## src/rtl/branch_tag_scheduler.sv

```systemverilog
// Branch tag scheduler: hands out branch-stack tags to the branches of a
// dispatch group, tracks which tags are outstanding and which older tags each
// one depends on, and sequences the one-cycle recovery window after a
// mispredict.
module branch_tag_scheduler #(
  parameter int B_MASK_WIDTH   = 4,
  parameter int DISPATCH_WIDTH = 2
) (
  input  logic                                     clock,
  input  logic                                     reset,
  input  logic [DISPATCH_WIDTH-1:0]                branch_req,
  input  logic [DISPATCH_WIDTH-1:0]                inst_valid,
  input  logic [B_MASK_WIDTH-1:0]                  b_mm_resolve,
  input  logic                                     b_mm_mispred,
  output logic [DISPATCH_WIDTH*B_MASK_WIDTH-1:0]   grant_tag,
  output logic [DISPATCH_WIDTH-1:0]                grant_valid,
  output logic [DISPATCH_WIDTH*B_MASK_WIDTH-1:0]   inst_b_mask,
  output logic [B_MASK_WIDTH-1:0]                  b_mask_outstanding,
  output logic [$clog2(B_MASK_WIDTH+1)-1:0]        free_count,
  output logic [B_MASK_WIDTH-1:0]                  restore_tag,
  output logic                                     restore_valid,
  output logic                                     dispatch_stall
);

  localparam int W  = B_MASK_WIDTH;
  localparam int N  = DISPATCH_WIDTH;
  localparam int CW = $clog2(B_MASK_WIDTH + 1);

  typedef enum logic [0:0] {
    IDLE    = 1'b0,
    RECOVER = 1'b1
  } state_t;

  // Isolate the lowest set bit of a tag vector (0 if none set).
  function automatic logic [W-1:0] lowest_one(input logic [W-1:0] v);
    logic [W-1:0] r;
    logic         found;
    r     = '0;
    found = 1'b0;
    for (int i = 0; i < W; i++) begin
      if (!found && v[i]) begin
        r[i]  = 1'b1;
        found = 1'b1;
      end else begin
        r[i]  = 1'b0;
      end
    end
    return r;
  endfunction

  // Number of set bits in a tag vector.
  function automatic logic [CW-1:0] popcount(input logic [W-1:0] v);
    logic [CW-1:0] c;
    c = '0;
    for (int i = 0; i < W; i++) begin
      c = c + CW'(v[i]);
    end
    return c;
  endfunction

  // Registered state.
  state_t                 state_r, state_n;
  logic [W-1:0]           outstanding_r, outstanding_n;
  logic [W-1:0][W-1:0]    dep_r, dep_n;          // dep_r[i][j]: tag i younger than and dependent on tag j
  logic [W-1:0]           restore_tag_r, restore_tag_n;
  logic [CW-1:0]          free_count_r;

  // Resolve decode.
  logic [W-1:0]           hit_s;          // resolving tag, only if it is outstanding
  logic [W-1:0]           corr_s;         // correctly resolving tag
  logic [W-1:0]           squash_s;       // mispredicted tag plus its dependents
  logic [W-1:0]           base_mask_s;
  logic                   mispred_s;
  logic                   suppress_s;

  // Grant path.
  logic [N-1:0][W-1:0]    grant_tag_s;
  logic [N-1:0][W-1:0]    alloc_dep_s;
  logic [N-1:0][W-1:0]    inst_mask_s;
  logic [N-1:0]           grant_valid_s;
  logic [W-1:0]           taken_s;
  logic [W-1:0]           pick_s;
  logic                   blocked_s;
  logic                   stall_s;

  // Decode this cycle's resolve: correct vs. mispredict and the squash set.
  always_comb begin
    hit_s     = b_mm_resolve & outstanding_r;
    mispred_s = b_mm_mispred & (|hit_s);
    if (b_mm_mispred) begin
      corr_s = '0;
    end else begin
      corr_s = hit_s;
    end
    base_mask_s = outstanding_r & ~corr_s;
    // A mispredict flag with any resolve bit blocks grants even if the tag is stale.
    suppress_s  = reset | (state_r == RECOVER) | (b_mm_mispred & (|b_mm_resolve));
    squash_s    = hit_s;
    for (int i = 0; i < W; i++) begin
      if ((dep_r[i] & hit_s) != '0) begin
        squash_s[i] = 1'b1;
      end else begin
        squash_s[i] = hit_s[i];
      end
    end
  end

  // Walk the dispatch slots oldest first, granting the lowest free tags in order.
  always_comb begin
    grant_tag_s   = '0;
    grant_valid_s = '0;
    alloc_dep_s   = '0;
    inst_mask_s   = '0;
    taken_s       = '0;
    pick_s        = '0;
    blocked_s     = 1'b0;
    stall_s       = suppress_s;
    for (int k = 0; k < N; k++) begin
      // Older same-group grants are part of the mask a younger slot carries.
      alloc_dep_s[k] = base_mask_s | taken_s;
      if (inst_valid[k]) begin
        inst_mask_s[k] = base_mask_s | taken_s;
      end else begin
        inst_mask_s[k] = '0;
      end
      if (branch_req[k] && inst_valid[k] && !suppress_s) begin
        // Only registered outstanding counts: tags freed this cycle wait a cycle.
        pick_s = lowest_one(~outstanding_r & ~taken_s);
        if (blocked_s || (pick_s == '0)) begin
          blocked_s = 1'b1;
          stall_s   = 1'b1;
        end else begin
          grant_tag_s[k]   = pick_s;
          grant_valid_s[k] = 1'b1;
          taken_s          = taken_s | pick_s;
        end
      end else begin
        pick_s = '0;
      end
    end
  end

  // Next outstanding mask, dependency matrix and restore tag.
  always_comb begin
    outstanding_n = outstanding_r;
    dep_n         = dep_r;
    restore_tag_n = restore_tag_r;
    if (mispred_s) begin
      outstanding_n = outstanding_r & ~squash_s;
      for (int i = 0; i < W; i++) begin
        if (squash_s[i]) begin
          dep_n[i] = '0;
        end else begin
          dep_n[i] = dep_r[i] & ~squash_s;
        end
      end
      restore_tag_n = hit_s;
    end else begin
      outstanding_n = outstanding_r & ~corr_s;
      for (int i = 0; i < W; i++) begin
        if (corr_s[i]) begin
          dep_n[i] = '0;
        end else begin
          dep_n[i] = dep_r[i] & ~corr_s;
        end
      end
      for (int k = 0; k < N; k++) begin
        for (int i = 0; i < W; i++) begin
          if (grant_tag_s[k][i]) begin
            outstanding_n[i] = 1'b1;
            dep_n[i]         = alloc_dep_s[k];
          end else begin
            dep_n[i]         = dep_n[i];
          end
        end
      end
    end
  end

  // Recovery FSM next state: a valid mispredict (re)enters RECOVER for one cycle.
  always_comb begin
    state_n = state_r;
    case (state_r)
      IDLE: begin
        if (mispred_s) begin
          state_n = RECOVER;
        end else begin
          state_n = IDLE;
        end
      end
      RECOVER: begin
        if (mispred_s) begin
          state_n = RECOVER;
        end else begin
          state_n = IDLE;
        end
      end
      default: begin
        state_n = IDLE;
      end
    endcase
  end

  // State registers with synchronous reset.
  always_ff @(posedge clock) begin
    if (reset) begin
      state_r       <= IDLE;
      outstanding_r <= '0;
      dep_r         <= '0;
      restore_tag_r <= '0;
      free_count_r  <= CW'(W);
    end else begin
      state_r       <= state_n;
      outstanding_r <= outstanding_n;
      dep_r         <= dep_n;
      restore_tag_r <= restore_tag_n;
      free_count_r  <= popcount(~outstanding_n);
    end
  end

  assign grant_tag          = grant_tag_s;
  assign grant_valid        = grant_valid_s;
  assign inst_b_mask        = inst_mask_s;
  assign dispatch_stall     = stall_s;
  assign b_mask_outstanding = outstanding_r;
  assign free_count         = free_count_r;
  assign restore_tag        = restore_tag_r;
  assign restore_valid      = (state_r == RECOVER);

endmodule
```

## config.mk

```make
export PLATFORM = sky130hd
export DESIGN_NAME = branch_tag_scheduler
export DESIGN_NICKNAME = d
export VERILOG_FILES = /design/src/rtl/branch_tag_scheduler.sv
export SDC_FILE = /design/constraint.sdc
export NUM_CORES = 1
export LEC_CHECK = 0
export ABC_AREA = 1
export BUFFER_PORTS_ARGS = -buffer_cell sky130_fd_sc_hd__buf_2
export CORE_AREA = 2 2 59 61
export CTS_BUF_LIST = sky130_fd_sc_hd__clkbuf_16
export DETAILED_ROUTE_END_ITERATION = 10
export DIE_AREA = 0 0 61 63
export PLACE_DENSITY = 0.82
export SYNTH_ARGS = -nofsm -noshare
export SYNTH_HDL_FRONTEND = slang
export SYNTH_SLANG_ARGS = --single-unit
```

## constraint.sdc

```tcl
create_clock -name clock -period 5.3 [get_ports clock]
set_clock_uncertainty 0.05 [all_clocks]
set_input_delay 1.06 -clock clock [delete_from_list [all_inputs] [get_ports clock]]
set_output_delay 1.06 -clock clock [all_outputs]
set_load 0.01 [all_outputs]
```

Yosys cells after proc, flatten, opt, wreduce, memory -nomap -nowiden
Cells that the tools add are included.
{"block": "classes", "add_sub_neg": 3, "muxes": 72, "bitwise": 26, "n_reduce_logical": 26}
{"op": "two-way mux 4 bit", "count": 24}
{"op": "AND 4 bit", "count": 16}
{"op": "two-way mux 1 bit", "count": 47}
{"op": "NOT 4 bit", "count": 5}
{"op": "two-way mux 16 bit", "count": 1}
{"op": "nonzero test 4 bit", "count": 4}
{"op": "logical AND 1 bit", "count": 10}
{"op": "logical NOT 4 bit", "count": 2}
{"op": "OR reduction 4 bit", "count": 2}
{"op": "logical NOT 1 bit", "count": 7}
{"op": "OR 4 bit", "count": 1}
{"op": "adder 2 x 1 -> 3 bit", "count": 1}
{"op": "adder 3 x 1 -> 3 bit", "count": 1}
{"op": "adder 1 x 1 -> 2 bit", "count": 1}
{"op": "AND 1 bit", "count": 2}
{"op": "OR 1 bit", "count": 2}
{"op": "logical OR 1 bit", "count": 1}
{"block": "totals", "ff_bits": 28, "in_bits": 11, "out_inout_bits": 31, "wordCells": 135}

Logic depth before layout (Yosys ltp)
Gate-level depths: netlist (run 1).
{"block": "depth", "ltp_word": 47, "depth_mapped": 15, "mapped_depth_nobuf": 15}

Worst setup path after synthesis (run 1)
No wires, ideal clock.
{"block": "synth_path", "path_kind": "input port to flip-flop", "startpoint": "input b_mm_mispred", "endpoint": "register free_count_r[2], in the netlist free_count[2]", "setup_time_ns": 0.123, "t_arrival_ns": 3.141, "required_ns": 5.127, "setup_slack_ns": 1.985, "cell_stages": 13, "path_cell_list": "buf_4 nand2_2 nand2_2 nor2_4 inv_2 nor2_4 inv_2 a21oi_1 a21oi_1 fa_1 ha_1 ha_1 or2_2"}
{"block": "synth_via", "elab_chain_len": 31}
{"item": "from (decl)", "line": "14", "text": "input logic b_mm_mispred,"}
{"item": "AND 1 bit (*)", "line": "97", "text": "suppress_s = reset | (state_r == RECOVER) | (b_mm_mispred & (|b_mm_resolve));"}
{"item": "OR 1 bit (*)", "line": "97"}
{"item": "logical NOT 1 bit (*)", "line": "126", "text": "if (branch_req[k] && inst_valid[k] && !suppress_s) begin"}
{"item": "logical AND 1 bit", "line": "126"}
{"item": "two-way mux 4 bit", "line": "126"}
{"item": "NOT 4 bit", "line": "128", "text": "pick_s = lowest_one(~outstanding_r & ~taken_s);"}
{"item": "AND 4 bit", "line": "128"}
{"item": "two-way mux 1 bit", "line": "41", "text": "if (!found && v[i]) begin"}
{"item": "[16 not listed]"}
{"item": "two-way mux 4 bit (*)", "line": "126"}
{"item": "named net grant_tag[4]", "line": "15", "text": "output logic [DISPATCH_WIDTH*B_MASK_WIDTH-1:0] grant_tag,"}
{"item": "two-way mux 1 bit (*)", "line": "169", "text": "if (grant_tag_s[k][i]) begin"}
{"item": "two-way mux 4 bit (*)", "line": "148", "text": "if (mispred_s) begin"}
{"item": "NOT 4 bit (*)", "line": "217", "text": "free_count_r <= popcount(~outstanding_n);"}
{"item": "adder 1 x 1 -> 2 bit (*)", "line": "56", "text": "c = c + CW'(v[i]);"}
{"item": "adder 2 x 1 -> 3 bit (*)", "line": "56"}
{"item": "adder 3 x 1 -> 3 bit (*)", "line": "56"}
{"item": "to (signal assigned)", "line": "211", "text": "free_count_r <= CW'(W);"}
{"item": "to (signal assigned)", "line": "217"}
{"item": "to (decl)", "line": "66", "text": "logic [CW-1:0] free_count_r;"}
Mark *: on every way through the listed nets, which the timed path passes. The rest lies on a longest branch. The select of a mux whose other input is x is not followed.
A chain may end at the register's enable or synchronous reset.

Final worst setup path (run 1)
{"block": "layout_path", "startpoint": "input reset", "endpoint": "output dispatch_stall"}
{"block": "layout_via", "elab_chain_len": 25}
{"item": "from (decl)", "line": "10", "text": "input logic reset,"}
{"item": "OR 1 bit (*) (2 in a row)", "line": "97"}
{"item": "logical NOT 1 bit", "line": "126"}
{"item": "logical AND 1 bit", "line": "126"}
{"item": "two-way mux 4 bit", "line": "126"}
{"item": "NOT 4 bit", "line": "128"}
{"item": "AND 4 bit", "line": "128"}
{"item": "two-way mux 1 bit", "line": "41"}
{"item": "two-way mux 1 bit", "line": "126"}
{"item": "[8 not listed]"}
{"item": "logical NOT 1 bit", "line": "41"}
{"item": "logical AND 1 bit", "line": "41"}
{"item": "two-way mux 1 bit", "line": "41"}
{"item": "two-way mux 1 bit", "line": "126"}
{"item": "logical NOT 4 bit", "line": "129", "text": "if (blocked_s || (pick_s == '0)) begin"}
{"item": "logical OR 1 bit", "line": "129"}
{"item": "two-way mux 1 bit", "line": "129"}
{"item": "two-way mux 1 bit (*)", "line": "126"}
{"item": "to (decl)", "line": "22", "text": "output logic dispatch_stall"}
Mark *: on every way between the ends. The rest lies on a longest branch, timed or not. The select of a mux whose other input is x is not followed.

==> metrics.txt, run 1 <==
Fin. Hold Viols 0; HP Class register to register; crit path buf inv count 2; post_cts resized 0; Seq cells post-synth 24; Ant. Diodes 0; die area just under 0.004 sq mm; via-per-instance ratio around 5.6; Synth Warn # 0; power per cell area 225 mW/mm^2; clk sinks 24; slowest CP cell nand4_1; dpl cells around 350; GPL Wtd Cong roughly 0.95; Setup crit end kind output pin; largest net degree at the start of global routing 25; Synth Area in XOR/XNOR 0%; post-DR wirelength/cell ~15 um; status finished, final reports clean; DRT iter0 DRCs 160; final std cells w/o fill ~360; Die Y roughly 63 um; Core Area 0.00323 sq mm; Syn Area/Cell about 6.5 sq um; Layout Utilization 64.4%; row count 21; overall global routing resource usage 29.3%; post-synthesis sequential area ratio between 20 and 30%; root buffer cell clkbuf_16; Multi-input gate area 0.00109 sq mm; Layout area overhead 18.1%; deepest clock path buffer count 2; Initial Utilization a little over half; post-synthesis instance total 270; Top Ports 42; multiplexer share of the synthesized area 0%; dpl cell area 0.00200 sq mm; Critical Path RT around 4.2 ns; main combinational cell family by area after synthesis simple AND/OR/NAND/NOR gates; kind of critical path input port to output pin; initial antenna violation count 0; Power, Total between 0.4 and 0.5 mW; detailed-router iteration count before antenna repair 5; Detail Route Antenna Nets 0; final setup fails 0; setup_tns 0 ns; Clock Latency Late Sink around 0.25 ns; dpl ws 1.53 ns; Worst-path clk slew 0.06 ns; family with the most delay on the worst path simple AND/OR/NAND/NOR gates; final net count ~330; Post-CTS Setup Bufs 0; Fin Hold WS between 0.4 and 0.5 ns; Worst Path Max Fanout 24; gr ovfl total 0; Tcrit/Tclk final a little over two thirds; simple-gate share of the synthesized area a little over two fifths; Netlist cell types 32; CP max stage delay between 0.3 and 0.4 ns; Port Buffer Count just over 40; syn nets about 280; Slew Limit Fails 0; Leak 1.02 nW; HPWL after detailed placement 4040 um; CTS tree built; CP Launch Type input port; FILL cells roughly 310; Max VDD drop between 0.0002 and 0.0003 V; crit path DAT around 2.6 ns; Final Critical Period approximately 3.7 ns; H-tree depth 1; final WL ~5300 um; Worst-Margin Slew 0.535 ns; DRC 0; complex-gate fraction of the synthesized area between 10% and 20%; area share of fa/ha/maj cells after synthesis ~2.6%; Max Cap Viol 0; register area between 400 and 500 sq um; vias in the first global route 1,768; Final Cell Area approximately 0.0021 sq mm; Slew HR between 60% and 70%; synthesized area about 0.0018 sq mm; RSZ-0062 raised after global routing false; f_max 0.268 GHz; first-pass GRT wire length ~8500 um; Hold-fix buffers, CTS 0; CP Cell Sequence buf_2 > nor2_8 > nand4_1 > nand2_1 > nor3b_1 > nand2_1 > o211ai_1 > buf_2; CTS Buf Count 3; share of layout cells above drive strength 1 between 20% and 30%; Final Worst Setup Slack approximately 1.6 ns; Die Width slightly above 60 um; via count ~2,000
report_power, final:
group	internal, mW	total [mW]	switching, mW
Clock	0.101	0.161	0.0602
Sequential	0.191	0.199	0.00762
Combinational	0.0369	0.110	0.0726
Total	0.329	0.469	0.140
area by class of cell:
| type | instances | area share, % |
|---|---|---|
| Clock buffer | 3 | 3.61 |
| Inverter | 44 | 7.93 |
| Multi-Input combinational cell | 196 | 52.2 |
| Timing Repair Buffer | 42 | 10.2 |
| Sequential cell | 24 | 23.1 |
| Clock inverter | 1 | 0.180 |
| Tap cell | 46 | 2.76 |
worst reg2reg max path, delay by kind of cell (launching register included):
family,cells,cell delay (ns)
buf+inv,1,0.21
flops,1,0.50
simple gates,4,1.15
compound gates,2,0.28
fa+ha+maj,3,0.91
final timing paths:
kind / startpoint / endpoint / slack, ns / depth (start not counted)
worst max-delay path: reset / dispatch_stall / 1.57 / 8
worst min-delay path: restore_tag[1]$_SDFFE_PP0P_ / restore_tag[1]$_SDFFE_PP0P_ / 0.42 / 2
worst max register to register: b_mask_outstanding[0]$_SDFF_PP0_ / free_count[2]$_SDFF_PP1_ / 2.09 / 10
worst min register to register: restore_tag[1]$_SDFFE_PP0P_ / restore_tag[1]$_SDFFE_PP0P_ / 0.42 / 2
cell usage after synthesis:
| cell type | n | area share (%) |
|---|---|---|
| nand2_1 | 42 | 8.9 |
| inv_1 | 36 | 7.7 |
| nor2_1 | 32 | 6.8 |
| nand3_1 | 31 | 8.8 |
| a21oi_1 | 27 | 7.7 |
| dfxtp_1 | 24 | 27 |
| o21ai_0 | 11 | 3.1 |
| inv_2 | 8 | 1.7 |
| nand2_2 | 6 | 2.1 |
| nand4_1 | 6 | 2.1 |
| nor2_2 | 6 | 2.1 |
| nor3_1 | 5 | 1.4 |
| nor2_4 | 4 | 2.6 |
| o211ai_1 | 4 | 1.7 |
| buf_2 | 3 | 0.85 |
| clkbuf_1 | 2 | 0.43 |
| ha_1 | 2 | 1.4 |
| nand4_4 | 2 | 2.4 |
| nor3_2 | 2 | 1.1 |
| nor3b_1 | 2 | 0.85 |
| o21ai_1 | 2 | 0.57 |
| o22ai_1 | 2 | 0.71 |
| o31ai_1 | 2 | 0.85 |
| a211oi_2 | 1 | 0.71 |
| a221oi_2 | 1 | 0.85 |
| buf_4 | 1 | 0.43 |
| fa_1 | 1 | 1.1 |
| nand2_4 | 1 | 0.64 |
| nand3_2 | 1 | 0.57 |
| nor2_8 | 1 | 1.1 |
| o21ai_4 | 1 | 0.92 |
| or2_2 | 1 | 0.36 |
per-layer routing:
metal	global-route usage, %	vias up	share of wire, %
li1	-	970	-
met1	42.3	877	40
met2	44.5	130	46
met3	2.28	12	12
met4	11.4	0	1.7
met5	0	-	0
cells in the final DEF (no fill, tap or decap):
master and count:
nand2_1 42, buf_2 41, inv_1 36, nor2_1 32, nand3_1 31, a21oi_1 27, dfxtp_1 24, o21ai_0 11
inv_2 8, nand2_2 6, nor2_2 6, nand4_1 6, nor3_1 5, nor2_4 4, o211ai_1 4, clkbuf_16 3
nand4_4 2, o21ai_1 2, o22ai_1 2, nor3_2 2, nor3b_1 2, o31ai_1 2, ha_1 2, nor2_8 1
nand3_2 1, nand2_4 1, a221oi_2 1, o21ai_4 1, a211oi_2 1, or2_2 1, fa_1 1, clkinv_1 1
buf_4 1
flip-flops by register name, indices dropped and copies added, names as in the netlist:
register and flops:
restore_valid 1, b_mask_outstanding 4, free_count 3, dep_r 12, restore_tag 4
kinds of logic after synthesis:
kind of cell | count (synthesis)
AOI/OAI and AO/OA | 51
and+or+nand+nor | 142
adders and majority gates | 3
DFF | 24
buffers and inverters | 50
No activity file was read; power rests on OpenSTA's default activity.
==> run 2, diff against run 1 <==
CORE_AREA = 2 2 61 63   (was 2 2 59 61)
DIE_AREA = 0 0 63 65   (was 0 0 61 63)
PLACE_DENSITY = 0.77   (was 0.82)
clock period = 3.65 ns   (was 5.3 ns; I/O delays follow)
==> run 2 against run 1 <==
Net effect: wire length increased by 1.3%; largest cell class unchanged; sequential share of layout area fell by 0.36 points; largest power group unchanged; power rose by 45%; highest routed layer unchanged; combinational power rose by 42%; global-route usage down 2.6 points; critical path depth rose by 5; sequential power is 46% higher.
==> metrics.txt, run 2 (synthesis gave the netlist of run 1 again) <==
Final Critical Period a little over 3 ns; Core Area ~0.0035 sq mm; power per cell area 323 mW/mm^2; status finished, final reports clean; HP Class register to register; Sw Ratio between 20% and 30%; kind of critical path input port to register; CP Launch Type input port; setup_tns 0 ns; Multi-input gate area ~0.0011 sq mm; deepest clock path buffer count 2; FILL cells between 300 and 400; share of layout cells above drive strength 1 26.8%; commonest non-fill, non-tap cells in the layout nand2_1, buf_2, inv_1; via-per-instance ratio around 5.5; GPL Wtd Cong about 1.0; combinational power share between 20% and 30%; vias in the first global route between 1,500 and 2,000; Layout area overhead 19.9%; Worst-path clk slew ~0.060 ns; overall global routing resource usage between 20% and 30%; net switching power approximately 0.20 mW; via count just under 2,000; detailed-router iteration count before antenna repair 5; CTS Buf Count 3; H-tree depth 1; register area between 400 and 500 sq um; Max VDD drop a little over 0.0003 V; Hold-fix buffers, CTS 0; Detail Route Antenna Nets 0; HPWL after detailed placement 4140 um; largest net degree at the start of global routing 24; Initial Utilization about 50%; Critical Path RT around 3.8 ns; CTS tree built; row count 22; post-DR wirelength/cell about 15 um; Port Buffer Count about 40; final setup fails 0; Post-CTS Setup Bufs 0; Top Ports 42; crit path DAT roughly 3.2 ns; die area slightly above 0.004 sq mm; DRT iter0 DRCs 166; Fin. Hold Viols 0; sequential power share about 43%; initial antenna violation count 0; Tcrit/Tclk final 83.6%; Worst Path Max Fanout 5; post_cts resized 0; Worst-Margin Slew just over 0.5 ns; Die Y roughly 65 um; final net count between 300 and 400; Power, Total ~0.68 mW; Largest Register dep_r; RSZ-0062 raised after global routing false; internal power ~0.48 mW; Setup crit end kind register; f_max between 0.3 and 0.4 GHz; Slew Limit Fails 0; gr ovfl total 0; DRC 0; Layout Utilization about three fifths; Slew HR approximately two thirds; Die Width 63 um; final WL roughly 5300 um; first-pass GRT wire length 8600 um; commonest non-fill, non-tap cell in the layout nand2_1; root buffer cell clkbuf_16; max reg flops 12; Leak 1.04 nW; Clock Power Share around 34%; Clock Latency Late Sink between 0.2 and 0.3 ns; Ant. Diodes 0; Max Cap Viol 0; clk sinks 24
-- run 2: cell count changes in the layout (fill, tap and decap cells not counted), sizes merged --
| cell | delta |
|---|---|
| buf | +4 |
-- run 2: metrics by stage --
step           area [sq um]  worst slack (ns)  hold WS, ns  instances
6_report               2110             0.597        0.419        362
5_1_grt                2110             0.367        0.450        362
4_1_cts                2110             0.611        0.418        362
3_5_place_dp           2040             0.357        0.404        358
3_3_place_gp           2040             0.354        0.399        358
2_1_floorplan          1760             0.665        0.411        270
-- run 2: power by group through the flow --
stage	clock network, mW	registers, mW	logic (mW)
floorplan	0	0.300	0.0980
global placement	0	0.296	0.155
detailed placement	0	0.296	0.153
CTS	0.237	0.290	0.155
global route	0.248	0.292	0.175
finish	0.235	0.291	0.156
-- run 2: area by class of cell --
type                       instances  share of cell area [%]
tap                               48                    2.84
sequential                        24                    22.7
timing repair buffer              46                    11.5
clock inverter                     1                   0.178
multi-input combinational        196                    51.4
inverter                          44                    7.81
clock buffer                       3                    3.55
-- run 2: per-layer routing --
metal / track usage [%] / up-vias / wire length (um)
met5: 0 / - / 0
met4: 12.5 / 0 / 162
met3: 1.91 / 15 / 503
met2: 42.4 / 115 / 2360
met1: 37.0 / 883 / 2300
li1: - / 976 / -
-- run 2: worst paths after layout --
check                              startpoint                          end  slack [ns]  depth (start not counted)
min reg2reg       restore_tag[0]$_SDFFE_PP0P_  restore_tag[0]$_SDFFE_PP0P_        0.42                          2
max                           b_mm_resolve[3]     free_count[2]$_SDFF_PP1_        0.60                         13
min               restore_tag[0]$_SDFFE_PP0P_  restore_tag[0]$_SDFFE_PP0P_        0.42                          2
max reg2reg  b_mask_outstanding[1]$_SDFF_PP0_     free_count[2]$_SDFF_PP1_        0.62                         12
-- run 2: worst max-delay path: stages --
cell and delay, ns:
buf_2 0.10, nor2_1 0.09, nand2_1 0.07, nand2_2 0.16, nand3_2 0.16, nand2_2 0.16, nand4_1 0.24, a21oi_1 0.21
a21oi_1 0.09, fa_1 0.50, ha_1 0.20, ha_1 0.17, or2_2 0.26
